[config.mk]
export PLATFORM = sky130hd
export DESIGN_NAME = spi_ram_ctrl
export DESIGN_NICKNAME = d
export VERILOG_FILES = /design/src/rtl/spi_pkg.sv /design/src/rtl/spi_ram_mem.sv /design/src/rtl/spi_ram_ctrl.sv
export SDC_FILE = /design/constraint.sdc
export NUM_CORES = 2
export LEC_CHECK = 0
export ABC_AREA = 1
export BUFFER_PORTS_ARGS = -buffer_cell sky130_fd_sc_hd__clkbuf_2
export CELL_PAD_IN_SITES_DETAIL_PLACEMENT = 1
export CELL_PAD_IN_SITES_GLOBAL_PLACEMENT = 1
export CORE_ASPECT_RATIO = 1.75
export CORE_UTILIZATION = 25
export DETAILED_ROUTE_END_ITERATION = 6
export PLACE_DENSITY = 0.43
export SLEW_MARGIN = 20
export SYNTH_ARGS = -nofsm -noshare
export SYNTH_HDL_FRONTEND = slang
export SYNTH_HIERARCHICAL = 1
export SYNTH_SLANG_ARGS = --single-unit
export TNS_END_PERCENT = 30
[constraint.sdc]
create_clock -name clk -period 5.85 [get_ports clk]
set_input_delay 0.2925 -clock clk [delete_from_list [all_inputs] [get_ports clk]]
set_output_delay 0.2925 -clock clk [all_outputs]
set_load 0.005 [all_outputs]
[src/rtl/spi_pkg.sv]
// Shared SPI definitions: frame geometry, command encoding and controller states.
// Reused by the SPI slave and the RAM controller so both agree on the frame layout.
package spi_pkg;

  localparam int FRAME_WIDTH = 8;
  localparam int CTRL_WIDTH  = 2;

  typedef enum logic [1:0] {
    WR_ADDR = 2'b00,
    WR_DATA = 2'b01,
    RD_ADDR = 2'b10,
    RD_DATA = 2'b11
  } cmd_t;

  typedef enum logic [1:0] {
    IDLE,
    EXEC,
    TX,
    WAIT_REL
  } state_t;

endpackage

[src/rtl/spi_ram_mem.sv]
// Single-port RAM with synchronous write and registered read.
// The read register resets to zero and serves as the controller's dout register.
module spi_ram_mem #(
  parameter int WIDTH = 8,
  parameter int DEPTH = 256,
  parameter int AW    = $clog2(DEPTH)
) (
  input  logic             clk,
  input  logic             rst_n,
  input  logic             we,
  input  logic             re,
  input  logic [AW-1:0]    addr,
  input  logic [WIDTH-1:0] wdata,
  output logic [WIDTH-1:0] rdata
);

  logic [WIDTH-1:0] mem_q [DEPTH];
  logic [WIDTH-1:0] rdata_q, rdata_d;

  // NOTE: the array has no reset branch; resetting it would turn the RAM into flops.
  always_ff @(posedge clk) begin
    if (rst_n && we) begin
      mem_q[addr] <= wdata;
    end
  end

  always_comb begin
    rdata_d = rdata_q;
    if (re) begin
      rdata_d = mem_q[addr];
    end
  end

  always_ff @(posedge clk) begin
    if (!rst_n) begin
      rdata_q <= '0;
    end else begin
      rdata_q <= rdata_d;
    end
  end

  assign rdata = rdata_q;

endmodule

[src/rtl/spi_ram_ctrl.sv]
// Command decoder between an SPI slave and a small RAM: one command per rx_valid pulse,
// address registers with wrap-around auto-increment, and the tx handshake back to the slave.
module spi_ram_ctrl #(
  parameter int FRAME_WIDTH = spi_pkg::FRAME_WIDTH,
  parameter int CTRL_WIDTH  = spi_pkg::CTRL_WIDTH,
  parameter int MEM_DEPTH   = 256
) (
  input  logic                        clk,
  input  logic                        rst_n,
  input  logic [FRAME_WIDTH+CTRL_WIDTH-1:0] din,
  input  logic                        rx_valid,
  output logic [FRAME_WIDTH-1:0]      dout,
  output logic                        tx_valid
);

  import spi_pkg::*;

  localparam int AW = $clog2(MEM_DEPTH);
  localparam int FW = FRAME_WIDTH + CTRL_WIDTH;

  state_t          state_q, state_d;
  logic [FW-1:0]   frame_q, frame_d;
  logic [AW-1:0]   wr_addr_q, wr_addr_d;
  logic [AW-1:0]   rd_addr_q, rd_addr_d;
  logic            tx_valid_q, tx_valid_d;

  logic            mem_we, mem_re;
  logic [AW-1:0]   mem_addr;
  cmd_t            cmd;
  logic [AW-1:0]   payload_addr;

  assign cmd          = cmd_t'(frame_q[FW-1 -: 2]);
  assign payload_addr = frame_q[AW-1:0];

  function automatic logic [AW-1:0] addr_inc(input logic [AW-1:0] a);
    return (a == AW'(MEM_DEPTH - 1)) ? '0 : a + 1'b1;
  endfunction

  // NOTE: every output of this block gets a default first so no latch is inferred.
  always_comb begin
    state_d    = state_q;
    frame_d    = frame_q;
    wr_addr_d  = wr_addr_q;
    rd_addr_d  = rd_addr_q;
    tx_valid_d = tx_valid_q;
    mem_we     = 1'b0;
    mem_re     = 1'b0;
    mem_addr   = wr_addr_q;

    unique case (state_q)
      IDLE: begin
        if (rx_valid) begin
          frame_d = din;
          state_d = EXEC;
        end
      end
      EXEC: begin
        state_d = WAIT_REL;
        unique case (cmd)
          WR_ADDR: wr_addr_d = payload_addr;
          WR_DATA: begin
            mem_we    = 1'b1;
            wr_addr_d = addr_inc(wr_addr_q);
          end
          RD_ADDR: rd_addr_d = payload_addr;
          RD_DATA: begin
            mem_re     = 1'b1;
            mem_addr   = rd_addr_q;
            rd_addr_d  = addr_inc(rd_addr_q);
            tx_valid_d = 1'b1;
            state_d    = TX;
          end
        endcase
      end
      TX: begin
        if (!rx_valid) begin
          tx_valid_d = 1'b0;
          state_d    = IDLE;
        end
      end
      WAIT_REL: begin
        if (!rx_valid) begin
          state_d = IDLE;
        end
      end
    endcase
  end

  // NOTE: sequential state uses non-blocking assignments so all flops update together.
  always_ff @(posedge clk) begin
    if (!rst_n) begin
      state_q    <= IDLE;
      frame_q    <= '0;
      wr_addr_q  <= '0;
      rd_addr_q  <= '0;
      tx_valid_q <= 1'b0;
    end else begin
      state_q    <= state_d;
      frame_q    <= frame_d;
      wr_addr_q  <= wr_addr_d;
      rd_addr_q  <= rd_addr_d;
      tx_valid_q <= tx_valid_d;
    end
  end

  spi_ram_mem #(
    .WIDTH (FRAME_WIDTH),
    .DEPTH (MEM_DEPTH),
    .AW    (AW)
  ) u_mem (
    .clk   (clk),
    .rst_n (rst_n),
    .we    (mem_we),
    .re    (mem_re),
    .addr  (mem_addr),
    .wdata (frame_q[FRAME_WIDTH-1:0]),
    .rdata (dout)
  );

  assign tx_valid = tx_valid_q;

endmodule

==> reports/metrics.yaml <==
outcome:
  outcome: "complete, no violations"
logic_synthesis:
  ys_ff_latch: 2085
  yosysUniqueCellTypes: 29
  synth_most_common_cell: "nand2_1"
  number_of_enable_flip_flop_cells_after_synthesis: 2048
  ys_top_cells_by_count: "nand2_1, edfxtp_1, nor2_1, clkbuf_1, nand3_1"
  synth-async-reset-ratio_pct: 0
  synthDominantCellAreaShare_pct: 72.10
  synth.net_count: 7967
  synth_sequential_area_ratio_pct: 72.97
  yosysWarningCount: 6
  top_cells_by_area_synth: "edfxtp_1, nand2_1, nor2_1"
  synth_ff_type: "edfxtp_1"
  postSynthCellCount: 7952
  synth_largest_area_cell: "edfxtp_1"
  netlist_area_sq_um: 85290
  synthesis.area_per_instance_sq_um: 10.73
pwr:
  internal_power_mw: 24.38
  vdd_ir_drop_max_uv: 218.9
  power.net_switching_mw: 8.707
  p_total_mw: 33.08
  power.leakage_nw: 36.45
  power_switching_share_pct: 26.32
  power_frac_clock_pct: 39.4
  powerDensity_nw_per_um2: 337.9
  pwr-share-comb_pct: 10.1
  share_seq_of_total_power_pct: 50.5
layout:
  final_layout_size_suffix_gt1_share_pct: 6.565
  flow.area_growth_from_synthesis_pct: 14.79
  fin_nets: 8020
  seqCellArea_sq_um: 62270
  multi_input_area_sq_um: 21230
  final.fill_count: 37625
  post_layout_nonfiller_instances: 12583
worst_setup_path:
  worstPathCellList: "inv_1 -> nand2_1 -> nor2_4 -> o21ai_0 -> inv_1 -> nor2_4 -> buf_12 -> buf_4 -> buf_4 -> o21ai_0 -> nand2_1 -> nor2_1 -> nor2_1 -> nor2_1 -> nand2_1 -> nand2_1 -> nand2_1 -> nor2_1 -> nor2_1"
  critPathCaptureType: "flop"
  timing.rr.start: "state_q[1]"
  critical_path.startpoint_type: "flop"
  slowest_delay_ns: 0.87
  reg2reg_depth: 19
  max_fanout_on_critical_path: 56
  r2r-end: "u_mem/rdata[3]"
  worst-setup-path-type: "reg2reg"
  cp.arrival_ns: 5.55
  r2r_setup_slack_ns: 1.13
  cp.required_ns: 6.68
  worst_path_max_delay_cell: "o21ai_0"
timing:
  rsz_0062_raised_after_global_routing: "false"
  finalMaxSlewViolations: 0
  fmax_mhz: 211.7
  aggregate_negative_setup_slack_ns: 0
  final_critical_path_setup_slack_ns: 1.127
  period_minus_slack_ns: 4.723
  worst_slew_pin_slew_ns: 1.204
  fin_hold_viols: 0
  fin_worst_hold_slack_ns: 0.2171
  setup-violations-final: 0
  setup_skew_after_layout_ns: 0.06331
  slew-limit-headroom_pct: 19.42
  post-route-period-util_pct: 80.73
routing:
  detail_route.wirelength_mm: 333.5
  detailedRoute.firstIterationViolations: 3086
  drc: 0
  vias_per_cell: 4.541
  firstDrtPassIters: 5
  post_drt_wl_per_cell_um: 26.50
  drtAntennaViolNets: 0
  count_of_vias_placed_by_the_detailed_router: 57138
clocking:
  clock-root-buffer: "clkbuf_16"
  clk_lat_worst_skew_ns: 0.91
  tritoncts: "done"
  h-tree-depth: 4
  cts_setup_buffers: 0
  clk_path_buf_depth: 4
  worst_setup_hold_path_clk_slew_ns: 0.07
  tritoncts.num_buffers: 214
  cts_resized: 0
  numClockSinks: 2085
worst_hold_path:
  hp-start: "din[4]"
  timing.hold.worst_path_depth: 4
  whs_endpoint: "frame_q[4]"
  worst_hold_path_type: "in2reg"
place:
  place_inst: 12189
  pre_cts_ws_ns: 1.015
  dpl.hpwl_mm: 207.2
  gp_congestion: 0.7968
  buffer_ports.inserted: 21
job:
  drv_cap: 0
global_route:
  pin_count_of_the_biggest_net_entering_global_routing: 146
  grt_pass1_vias: 60467
  track_usage_pct: 19.14
  grt_antenna_before_repair: 12
  grt_overflow: 0
  global_route_wire_length_before_repair_mm: 470.7
floorplan:
  floorplan.die.width_um: 443.5
  die_h_um: 774.7
  io_pins: 22
  die_area_sq_um: 343600
  rows: 283
  floorplan.initialDensity_pct: 25.12
  std_cell_core_area_sq_um: 339600
-- routing by layer --
layer	GRT usage (%)	routed length, um	vias up
met3	1.674	7258	401
met1	21.55	130700	29568
met4	7.323	13840	2
met5	0	149	-
li1	-	-	26440
met2	36.75	181500	727
-- flip-flops by register name, indices dropped and copies added, names as in the netlist --
name	flops
wr_addr_q	8
u_mem/rdata	8
u_mem/mem_q	2048
frame_q	10
rd_addr_q	8
tx_valid	1
state_q	2
-- cell type report --
| class | count | area share [%] |
|---|---|---|
| Antenna cell | 2 | 0.005112 |
| Clock buffer | 275 | 5.747 |
| Clock inverter | 100 | 0.6735 |
| Inverter | 66 | 0.2850 |
| Multi-Input combinational cell | 5396 | 21.69 |
| Sequential cell | 2085 | 63.60 |
| Tap cell | 4417 | 5.645 |
| Timing Repair Buffer | 242 | 2.360 |
-- critical path: cells and delay by family (launching register included) --
kind | cells | cell delay, ns
buffers and inverters | 5 | 1.51
DFF | 1 | 0.42
AOI/OAI and AO/OA | 2 | 1.01
and+or+nand+nor | 12 | 1.59
-- metrics by stage --
stage	utilization, %	instance area [sq um]
floorplan	-	85290
global placement	26.92	91410
detailed placement	26.93	91440
CTS	28.83	97900
global route	28.83	97910
finish	28.83	97910
-- power by group through the flow --
stage | combinational (mW) | sequential (mW) | clock, mW
4_1_cts | 3.46 | 16.7 | 13.5
5_1_grt | 3.64 | 16.7 | 13.9
3_5_place_dp | 3.44 | 17.0 | 0
3_3_place_gp | 3.43 | 17.0 | 0
2_1_floorplan | 1.54 | 17.2 | 0
6_report | 3.33 | 16.7 | 13.0
-- how the worst max path moves through the flow --
stage / start / cells after the start / endpoint / slack [ns]
finish: state_q[1] / 19 / u_mem/rdata[3] / 1.13
global route: state_q[1] / 19 / u_mem/rdata[3] / 0.79
CTS: state_q[1] / 19 / u_mem/rdata[3] / 0.99
detailed placement: state_q[1] / 19 / u_mem/rdata[3] / 1.01
global placement: state_q[1] / 11 / u_mem/mem_q[154][4] / 0.63
floorplan: frame_q[0] / 0 / u_mem/mem_q[0][0] / 1.56
-- cells in the final DEF (no fill, tap or decap), drive strengths merged, types with 17 or more instances in the layout --
| master | instances |
|---|---|
| edfxtp | 2048 |
| nor2 | 636 |
| o21ai | 143 |
| a21oi | 118 |
| clkbuf | 296 |
| clkinv | 91 |
| inv | 67 |
| buf | 204 |
| nand2 | 4247 |
| nand3 | 141 |
| nand4 | 93 |
| dlygate4sd3 | 17 |
| dfxtp | 37 |
-- cell families (layout without fill, tap and decap cells) --
kind of cell / count (synthesis) / in the layout / synth area share [%]
buffers and inverters: 471 / 683 / 2.299
flip-flops: 2085 / 2085 / 72.97
adder cells (fa/ha/maj): 2 / 2 / 0.02933
AND/OR/NAND/NOR: 5120 / 5120 / 23.06
other: 0 / 2 / 0
XOR/XNOR: 2 / 2 / 0.02054
AO/OA/AOI/OAI: 272 / 272 / 1.624
-- repair_timing --
| action | in CTS | in global routing |
|---|---|---|
| setup endpoints to repair | 0 | 0 |
| hold buffers | 17 | 0 |
| hold endpoints to repair | 14 | 0 |
(Power assumes the default switching activity.)
